## config.mk

```make
export PLATFORM = sky130hd
export DESIGN_NAME = nand_seq_alu
export DESIGN_NICKNAME = d
export VERILOG_FILES = /design/src/rtl/nand_seq_alu.sv
export SDC_FILE = /design/constraint.sdc
export NUM_CORES = 1
export LEC_CHECK = 0
export BUFFER_PORTS_ARGS = -buffer_cell sky130_fd_sc_hd__buf_2
export CELL_PAD_IN_SITES_DETAIL_PLACEMENT = 1
export CELL_PAD_IN_SITES_GLOBAL_PLACEMENT = 1
export CORE_ASPECT_RATIO = 0.9
export CORE_MARGIN = 2
export CORE_UTILIZATION = 41
export DETAILED_ROUTE_END_ITERATION = 10
export HOLD_SLACK_MARGIN = 0.02
export PLACE_DENSITY_LB_ADDON = 0.1
export REMOVE_ABC_BUFFERS = 1
export SETUP_SLACK_MARGIN = 0.4
export SKIP_CTS_REPAIR_TIMING = 1
export SKIP_LAST_GASP = 1
export SLEW_MARGIN = 0
export SYNTH_ARGS = -nofsm -noshare
export SYNTH_HDL_FRONTEND = slang
export SYNTH_SLANG_ARGS = --single-unit
```

## constraint.sdc

```tcl
create_clock -name clk_in -period 2.4 [get_ports clk_in]
set_input_delay 0.48 -clock clk_in [delete_from_list [all_inputs] [get_ports clk_in]]
set_output_delay 0.48 -clock clk_in [all_outputs]
set_load 0.01 [all_outputs]
```

## src/rtl/nand_seq_alu.sv

```systemverilog
// Sequential logic unit: every function is evaluated by reusing one WIDTH-bit NAND stage, one pass per clock.
// Optional pass counter enabled by defining NAND_SEQ_PASS_COUNT_EN.
module nand_seq_alu #(
  parameter int WIDTH = 8
) (
  input  logic             clk_in,
  input  logic             rst_n_in,
  input  logic             start_in,
  input  logic [2:0]       op_in,
  input  logic [WIDTH-1:0] a_in,
  input  logic [WIDTH-1:0] b_in,
  output logic [WIDTH-1:0] y_out,
  output logic             busy_out,
  output logic             done_out,
  output logic             err_out,
  output logic [15:0]      nand_count_out
);

  typedef enum logic [1:0] {IDLE, RUN, DONE} state_t;

  state_t           state, state_nxt;
  logic [2:0]       op_r, step, last_step;
  logic [WIDTH-1:0] a_r, b_r, t1, t2, t3, t4;
  logic [WIDTH-1:0] nand_x, nand_y, nand_res;
  logic             err_r;

  always_comb begin
    last_step = 3'd0;
    case (op_r)
      3'd2:       last_step = 3'd1;
      3'd3:       last_step = 3'd2;
      3'd4, 3'd5: last_step = 3'd3;
      3'd6:       last_step = 3'd4;
      default:    last_step = 3'd0;
    endcase
  end

  // Operand routing into the shared NAND stage for each pass of each opcode
  always_comb begin
    nand_x = a_r;
    nand_y = b_r;
    case (op_r)
      3'd1: nand_y = a_r;
      3'd2: if (step == 3'd1) begin nand_x = t1; nand_y = t1; end
      3'd3, 3'd4: begin
        case (step)
          3'd0:    begin nand_x = a_r; nand_y = a_r; end
          3'd1:    begin nand_x = b_r; nand_y = b_r; end
          3'd2:    begin nand_x = t1;  nand_y = t2;  end
          default: begin nand_x = t3;  nand_y = t3;  end
        endcase
      end
      3'd5: begin
        case (step)
          3'd0:    begin nand_x = a_r; nand_y = b_r; end
          3'd1:    begin nand_x = a_r; nand_y = t1;  end
          3'd2:    begin nand_x = t1;  nand_y = b_r; end
          default: begin nand_x = t2;  nand_y = t3;  end
        endcase
      end
      3'd6: begin
        case (step)
          3'd0:    begin nand_x = a_r; nand_y = b_r; end
          3'd1:    begin nand_x = a_r; nand_y = a_r; end
          3'd2:    begin nand_x = b_r; nand_y = b_r; end
          3'd3:    begin nand_x = t2;  nand_y = t3;  end
          default: begin nand_x = t1;  nand_y = t4;  end
        endcase
      end
      default: ;
    endcase
  end

  assign nand_res = ~(nand_x & nand_y);

  always_comb begin
    state_nxt = state;
    case (state)
      IDLE: if (start_in) state_nxt = (op_in == 3'd7) ? DONE : RUN;
      RUN:  if (step == last_step) state_nxt = DONE;
      DONE: state_nxt = IDLE;
      default: state_nxt = IDLE;
    endcase
  end

  // The final pass lands directly in y_out, so no separate fifth scratch register is kept
  always_ff @(posedge clk_in or negedge rst_n_in) begin
    if (!rst_n_in) begin
      state <= IDLE;
      op_r  <= '0;
      step  <= '0;
      a_r   <= '0;
      b_r   <= '0;
      t1    <= '0;
      t2    <= '0;
      t3    <= '0;
      t4    <= '0;
      y_out <= '0;
      err_r <= 1'b0;
    end else begin
      state <= state_nxt;
      case (state)
        IDLE: begin
          if (start_in) begin
            a_r   <= a_in;
            b_r   <= b_in;
            op_r  <= op_in;
            step  <= 3'd0;
            err_r <= (op_in == 3'd7);
          end
        end
        RUN: begin
          case (step)
            3'd0:    t1 <= nand_res;
            3'd1:    t2 <= nand_res;
            3'd2:    t3 <= nand_res;
            3'd3:    t4 <= nand_res;
            default: ;
          endcase
          if (step == last_step) y_out <= nand_res;
          step <= step + 3'd1;
        end
        default: ;
      endcase
    end
  end

  assign busy_out = (state != IDLE);
  assign done_out = (state == DONE);
  assign err_out  = (state == DONE) && err_r;

`ifdef NAND_SEQ_PASS_COUNT_EN
  logic [15:0] pass_count;

  // One NAND pass happens on every RUN cycle; the count sticks at all-ones
  always_ff @(posedge clk_in or negedge rst_n_in) begin
    if (!rst_n_in) begin
      pass_count <= '0;
    end else if (state == RUN && pass_count != 16'hFFFF) begin
      pass_count <= pass_count + 16'd1;
    end
  end

  assign nand_count_out = pass_count;
`else
  assign nand_count_out = 16'd0;
`endif

endmodule

```

==> flow_summary.yaml, run 1 <==
status:
  status: "completed"
pwr:
  peakVddDrop_mv: 0.833
  p_clk_frac: 0.119
  p_leak_nw: 2.39
  powerDensity_mw_per_mm2: 1900
  p_total_mw: 11.2
  p_sw_frac: 0.478
  p_int_mw: 5.87
  power_frac_comb: 0.674
  seqPwrFrac: 0.208
  p_sw_mw: 5.38
logic_synthesis:
  yosys-top-cells-area: "dfrtp_1, a21oi_1, o21ai_0, mux2_2, a22oi_1"
  synth_area_mm2: 0.00462
  synth-edff-count: 0
  synthXorXnorAreaFrac: 0
  yosys_warnings: 0
  synthCells: 524
  synth_adder_area_share: 0.0135
  synth.area.mux_share: 0.0696
  synth.avg_cell_area_um2: 8.81
  synthFlopType: "dfrtp_1"
  synth_top_family_by_area: "compound AO/OA/AOI/OAI gates"
  synthSimpleGateAreaFrac: 0.119
  synth_common_cells: "dfrtp_1, a21oi_1, o21ai_0, nand2_1, nor2_1"
  yosysSeqAreaShare: 0.352
  synth_compound_area_frac: 0.359
  synth_area_leader_cell: "dfrtp_1"
  synthArstFlopShare: 1.00
  netlist.area_leader.share: 0.352
  yosys.cell_types.count: 64
  ys_ff_latch: 65
  synth_most_common_cell: "dfrtp_1"
sta:
  setup_tns_ps: 0
  fmax_mhz: 426
  period_minus_slack_ps: 2350
  final.setup_skew_ps: 11.7
  finalSetupViolCount: 0
  min_period_over_period: 0.979
  rsz0062_at_grt: "yes"
  drv_slew: 0
  hold_viol: 0
global_routing:
  grt_max_degree: 34
  grt_pass1_wl_um: 26000
  grt_usage: 0.279
  antenna_found_initial: 0
  overflow: 0
  grt_pass1_vias: 4616
clock_network:
  cts-root-buf: "clkbuf_16"
  cts-htree-levels: 3
  insertion_delay_ps: 350
  cts_buffers: 9
  clock-sinks: 65
  tritoncts: "built"
  clk_pin_slew_worst_paths_ps: 60
  max-clock-path-buffers: 2
worst_setup_path:
  arrival_ps: 2560
  cp_slowest_cell: "dfrtp_2"
  slowest_delay_ps: 440
  critPathMaxFanout: 8
  crit_buf_inv: 2
  required_ps: 2610
  end_kind: "flop"
  crit_chain: "inv_4 -> ha_4 -> or3_4 -> a21oi_4 -> buf_12 -> a21boi_1 -> o22a_1 -> a32oi_4 -> mux2i_1"
  cp-start-kind: "flop"
  cp_top_family: "compound AO/OA/AOI/OAI gates"
  worstSetupPathType: "reg2reg"
cells_and_area:
  ff_latch_area_mm2: 0.00163
  postLayoutCellArea_mm2: 0.00591
  diodes: 0
  nFillCells: 1263
  multi_input_area_mm2: 0.00292
  layout.nets: 613
  finish.utilization: 0.542
  instances_no_fill: 743
  synthToLayoutAreaGrowth_pct: 28.0
  drive_gt1_frac: 0.335
route:
  vias: 4609
  drt_wl_total_um: 17100
  route.detailed.drc: 0
  drt_iter0_drc: 311
  vias_per_cell: 6.20
  drtPass1Iterations: 6
  ant_nets: 0
  wire_per_inst_um: 23.0
floorplan:
  num_io_pins: 49
  die_y_um: 105
  die_area_mm2: 0.0121
  std_cell_rows: 36
  die_w_um: 116
  core_area_mm2: 0.0109
  start_util: 0.424
place:
  placedCellCount: 719
  io_buffers: 32
  dp_hpwl_um: 11400
  dpl-instance-area_mm2: 0.00523
  place_congestion: 0.937
run:
  maxCapViolCount: 0
hold_path:
  hp-class: "in2async"
sequential cells by signal, summed over array words and instances (netlist names):
signal,cells
t1,8
t2,8
y_out,8
b_r,8
t4,8
err_r,1
t3,8
a_r,8
op_r,3
step,3
state,2
final cells by class:
cell class,instances,share of cell area
well taps,152,0.0322
clock inverters,6,0.0114
multi-input cells,394,0.493
inverters,16,0.0110
flip-flops and latches,65,0.276
clock buffers,10,0.0387
repair buffers,100,0.137
cells in the final DEF, fill, tap and decap left out, drive strengths merged, types with 5 or more instances in the layout:
cell type and count:
or2 8, conb 16, a21boi 8, a21oi 48
o2bb2ai 8, nand2b 6, and3b 6, a211oi 16
a222oi 12, dfrtp 65, inv 17, clkbuf 11
o21bai 5, a22o 12, o22a 6, nor2 32
mux2i 13, o21ai 51, ha 5, mux2 17
nand2 33, a22oi 24, buf 99, o22ai 6
a32oi 5
power groups by stage:
stage	clock network [mW]	logic (mW)	registers (mW)
floorplan	0	3.76	2.17
global placement	0	6.15	2.25
detailed placement	0	6.34	2.28
CTS	1.36	6.37	2.27
global route	1.39	8.12	2.41
finish	1.34	7.57	2.33
kinds of logic after synthesis:
logic type / count (synthesis)
adders and majority gates: 5
muxes: 30
other: 1
buffers and inverters: 80
and+or+nand+nor: 110
DFF: 65
AOI/OAI and AO/OA: 233
worst reg2reg max path, stage by stage, from the launching register on:
cell and delay [ps]:
dfrtp_2 440, inv_4 70, ha_4 180, or3_4 410, a21oi_4 240, buf_12 180
a21boi_1 80, o22a_1 190, a32oi_4 290, mux2i_1 140
stage by stage:
step	hold slack, ps	setup WS (ps)
after floorplan	184	-387
after global placement	467	67.5
after detailed placement	476	-78.3
after CTS	191	-106
after global routing	215	-24.0
final	169	50.1
layer usage:
metal  up-vias  wire length, um  track usage
li1       2067                -            -
met1      2338             7820        0.401
met2       173             7960        0.432
met3        31              948       0.0412
met4         0              349       0.0850
met5         -                0            0
worst paths after layout:
path,from,endpoint,slack (ps),depth (start not counted)
worst max-delay path,step[1],y_out[4],50,9
worst min-delay path,rst_n_in,b_r[1],170,2
worst max register to register,step[1],y_out[4],50,9
worst min register to register,t4[5],t4[5],500,2
max in group asynchronous,rst_n_in,op_r[2],1900,2
min in group clk_in,a_in[4],a_r[4],370,2
(Power assumes the default switching activity.)
==> run 2: changes to the inputs <==
--- a/config.mk
+++ b/config.mk
@@ -10,7 +10,7 @@
 export CELL_PAD_IN_SITES_GLOBAL_PLACEMENT = 1
 export CORE_ASPECT_RATIO = 0.9
 export CORE_MARGIN = 2
-export CORE_UTILIZATION = 41
+export CORE_UTILIZATION = 49
 export DETAILED_ROUTE_END_ITERATION = 10
 export HOLD_SLACK_MARGIN = 0.02
 export PLACE_DENSITY_LB_ADDON = 0.1
==> constraint.sdc (replaced) <==
create_clock -name clk_in -period 3 [get_ports clk_in]
set_input_delay 0.6 -clock clk_in [delete_from_list [all_inputs] [get_ports clk_in]]
set_output_delay 0.6 -clock clk_in [all_outputs]
set_load 0.01 [all_outputs]
==> flow_summary.yaml, run 2 (synthesis gave the netlist of run 1 again) <==
floorplan:
  std_cell_rows: 33
  die_area_mm2: 0.0102
  die_y_um: 96.1
  core_area_mm2: 0.00913
  num_io_pins: 49
  start_util: 0.506
  die_w_um: 106
worst_setup_path:
  arrival_ps: 2790
  cp-start-kind: "flop"
  r2r_slack_ps: 460
  critPathMaxFanout: 9
  end_kind: "flop"
  worstSetupPathType: "reg2reg"
  required_ps: 3260
global_routing:
  grtUsageMet3: 0.0691
  overflow: 0
  grt_max_degree: 66
  use_met2: 0.525
  grt_pass1_wl_um: 25600
  grt_pass1_vias: 4715
  grt_usage: 0.328
  grtUsageMet1: 0.421
  antenna_found_initial: 0
  gr-max-usage-layer: "met2"
place:
  dpl-instance-area_mm2: 0.00491
  place_congestion: 0.945
  dp_hpwl_um: 10700
  io_buffers: 32
sta:
  min_period_over_period: 0.845
  fmax_mhz: 394
  period_minus_slack_ps: 2540
  tightest_slew_ps: 844
  rsz0062_at_grt: "no"
  max_slew_margin: 0.437
  setup_tns_ps: 0
  final.setup_skew_ps: 14.2
  finalSetupViolCount: 0
  hold_viol: 0
  drv_slew: 0
route:
  vias_per_cell: 6.77
  route.detailed.drc: 0
  drt_wl_total_um: 16400
  ant_nets: 0
  drt_iter0_drc: 432
  vias: 4622
  drtPass1Iterations: 5
  wire_per_inst_um: 24.0
cells_and_area:
  ff_latch_area_mm2: 0.00163
  finish.utilization: 0.579
  synthToLayoutAreaGrowth_pct: 14.5
  multi_input_area_mm2: 0.00275
  layout_commonest_cell: "dfrtp_1"
  drive_gt1_frac: 0.250
  layout.nets: 583
  final_cell_mix: "dfrtp_1, a21oi_1, o21ai_0"
  nFillCells: 1084
  postLayoutCellArea_mm2: 0.00529
  diodes: 0
pwr:
  powerDensity_mw_per_mm2: 1490
  peakVddDrop_mv: 0.558
  p_leak_nw: 2.14
clock_network:
  clk_pin_slew_worst_paths_ps: 80
  cts-root-buf: "clkbuf_8"
  tritoncts: "built"
  cts-htree-levels: 3
  insertion_delay_ps: 350
  max-clock-path-buffers: 2
  cts_buffers: 9
  clock-sinks: 65
run:
  maxCapViolCount: 0
hold_path:
  hp-class: "in2async"
status:
  status: "completed"
[run 2: stage by stage]
step / std cells / total power, mW / worst slack (ps) / hold WS, ps
CTS: 679 / 7.40 / 178 / 457
floorplan: 475 / 4.74 / 213 / 304
global placement: 663 / 6.20 / 360 / 475
global route: 683 / 8.36 / 357 / 472
detailed placement: 663 / 6.43 / 204 / 479
finish: 683 / 7.86 / 464 / 408
[run 2: path summary, 6_finish.rpt]
check / to / cells past startpoint / start
worst max register to register: t4[1] / 9 / step[0]
min in group clk_in: b_r[7] / 2 / b_in[7]
worst max-delay path: t4[1] / 9 / step[0]
worst min register to register: t4[1] / 2 / t4[1]
worst min-delay path: t3[0] / 2 / rst_n_in
max in group asynchronous: t2[5] / 2 / rst_n_in
[run 2: routing by layer]
| layer | vias to the layer above | wire (um) |
|---|---|---|
| li1 | 2011 | - |
| met1 | 2313 | 6750 |
| met2 | 238 | 7800 |
| met3 | 60 | 1230 |
| met4 | 0 | 586 |
| met5 | - | 0 |
[run 2: critical path: stages (launching register included)]
cell and delay [ps]:
dfrtp_2 440, inv_1 100, ha_1 260, buf_6 160
o21ba_2 330, a211oi_1 370, o32ai_1 150, o31ai_2 250
a22oi_2 180, o21ai_0 190
[run 2: final cells by class]
type / instances / share of cell area
Tap cell: 122 / 0.0289
Clock buffer: 11 / 0.0286
Multi-Input combinational cell: 394 / 0.520
Inverter: 16 / 0.0114
Clock inverter: 5 / 0.0161
Timing Repair Buffer: 70 / 0.0871
Sequential cell: 65 / 0.308
[run 2: power by group]
group	leakage [nW]	internal, mW	switching (mW)	total (mW)
Clock	0.117	0.520	0.386	0.906
Combinational	1.30	2.13	2.92	5.05
Sequential	0.728	1.26	0.631	1.89
Total	2.14	3.92	3.94	7.86
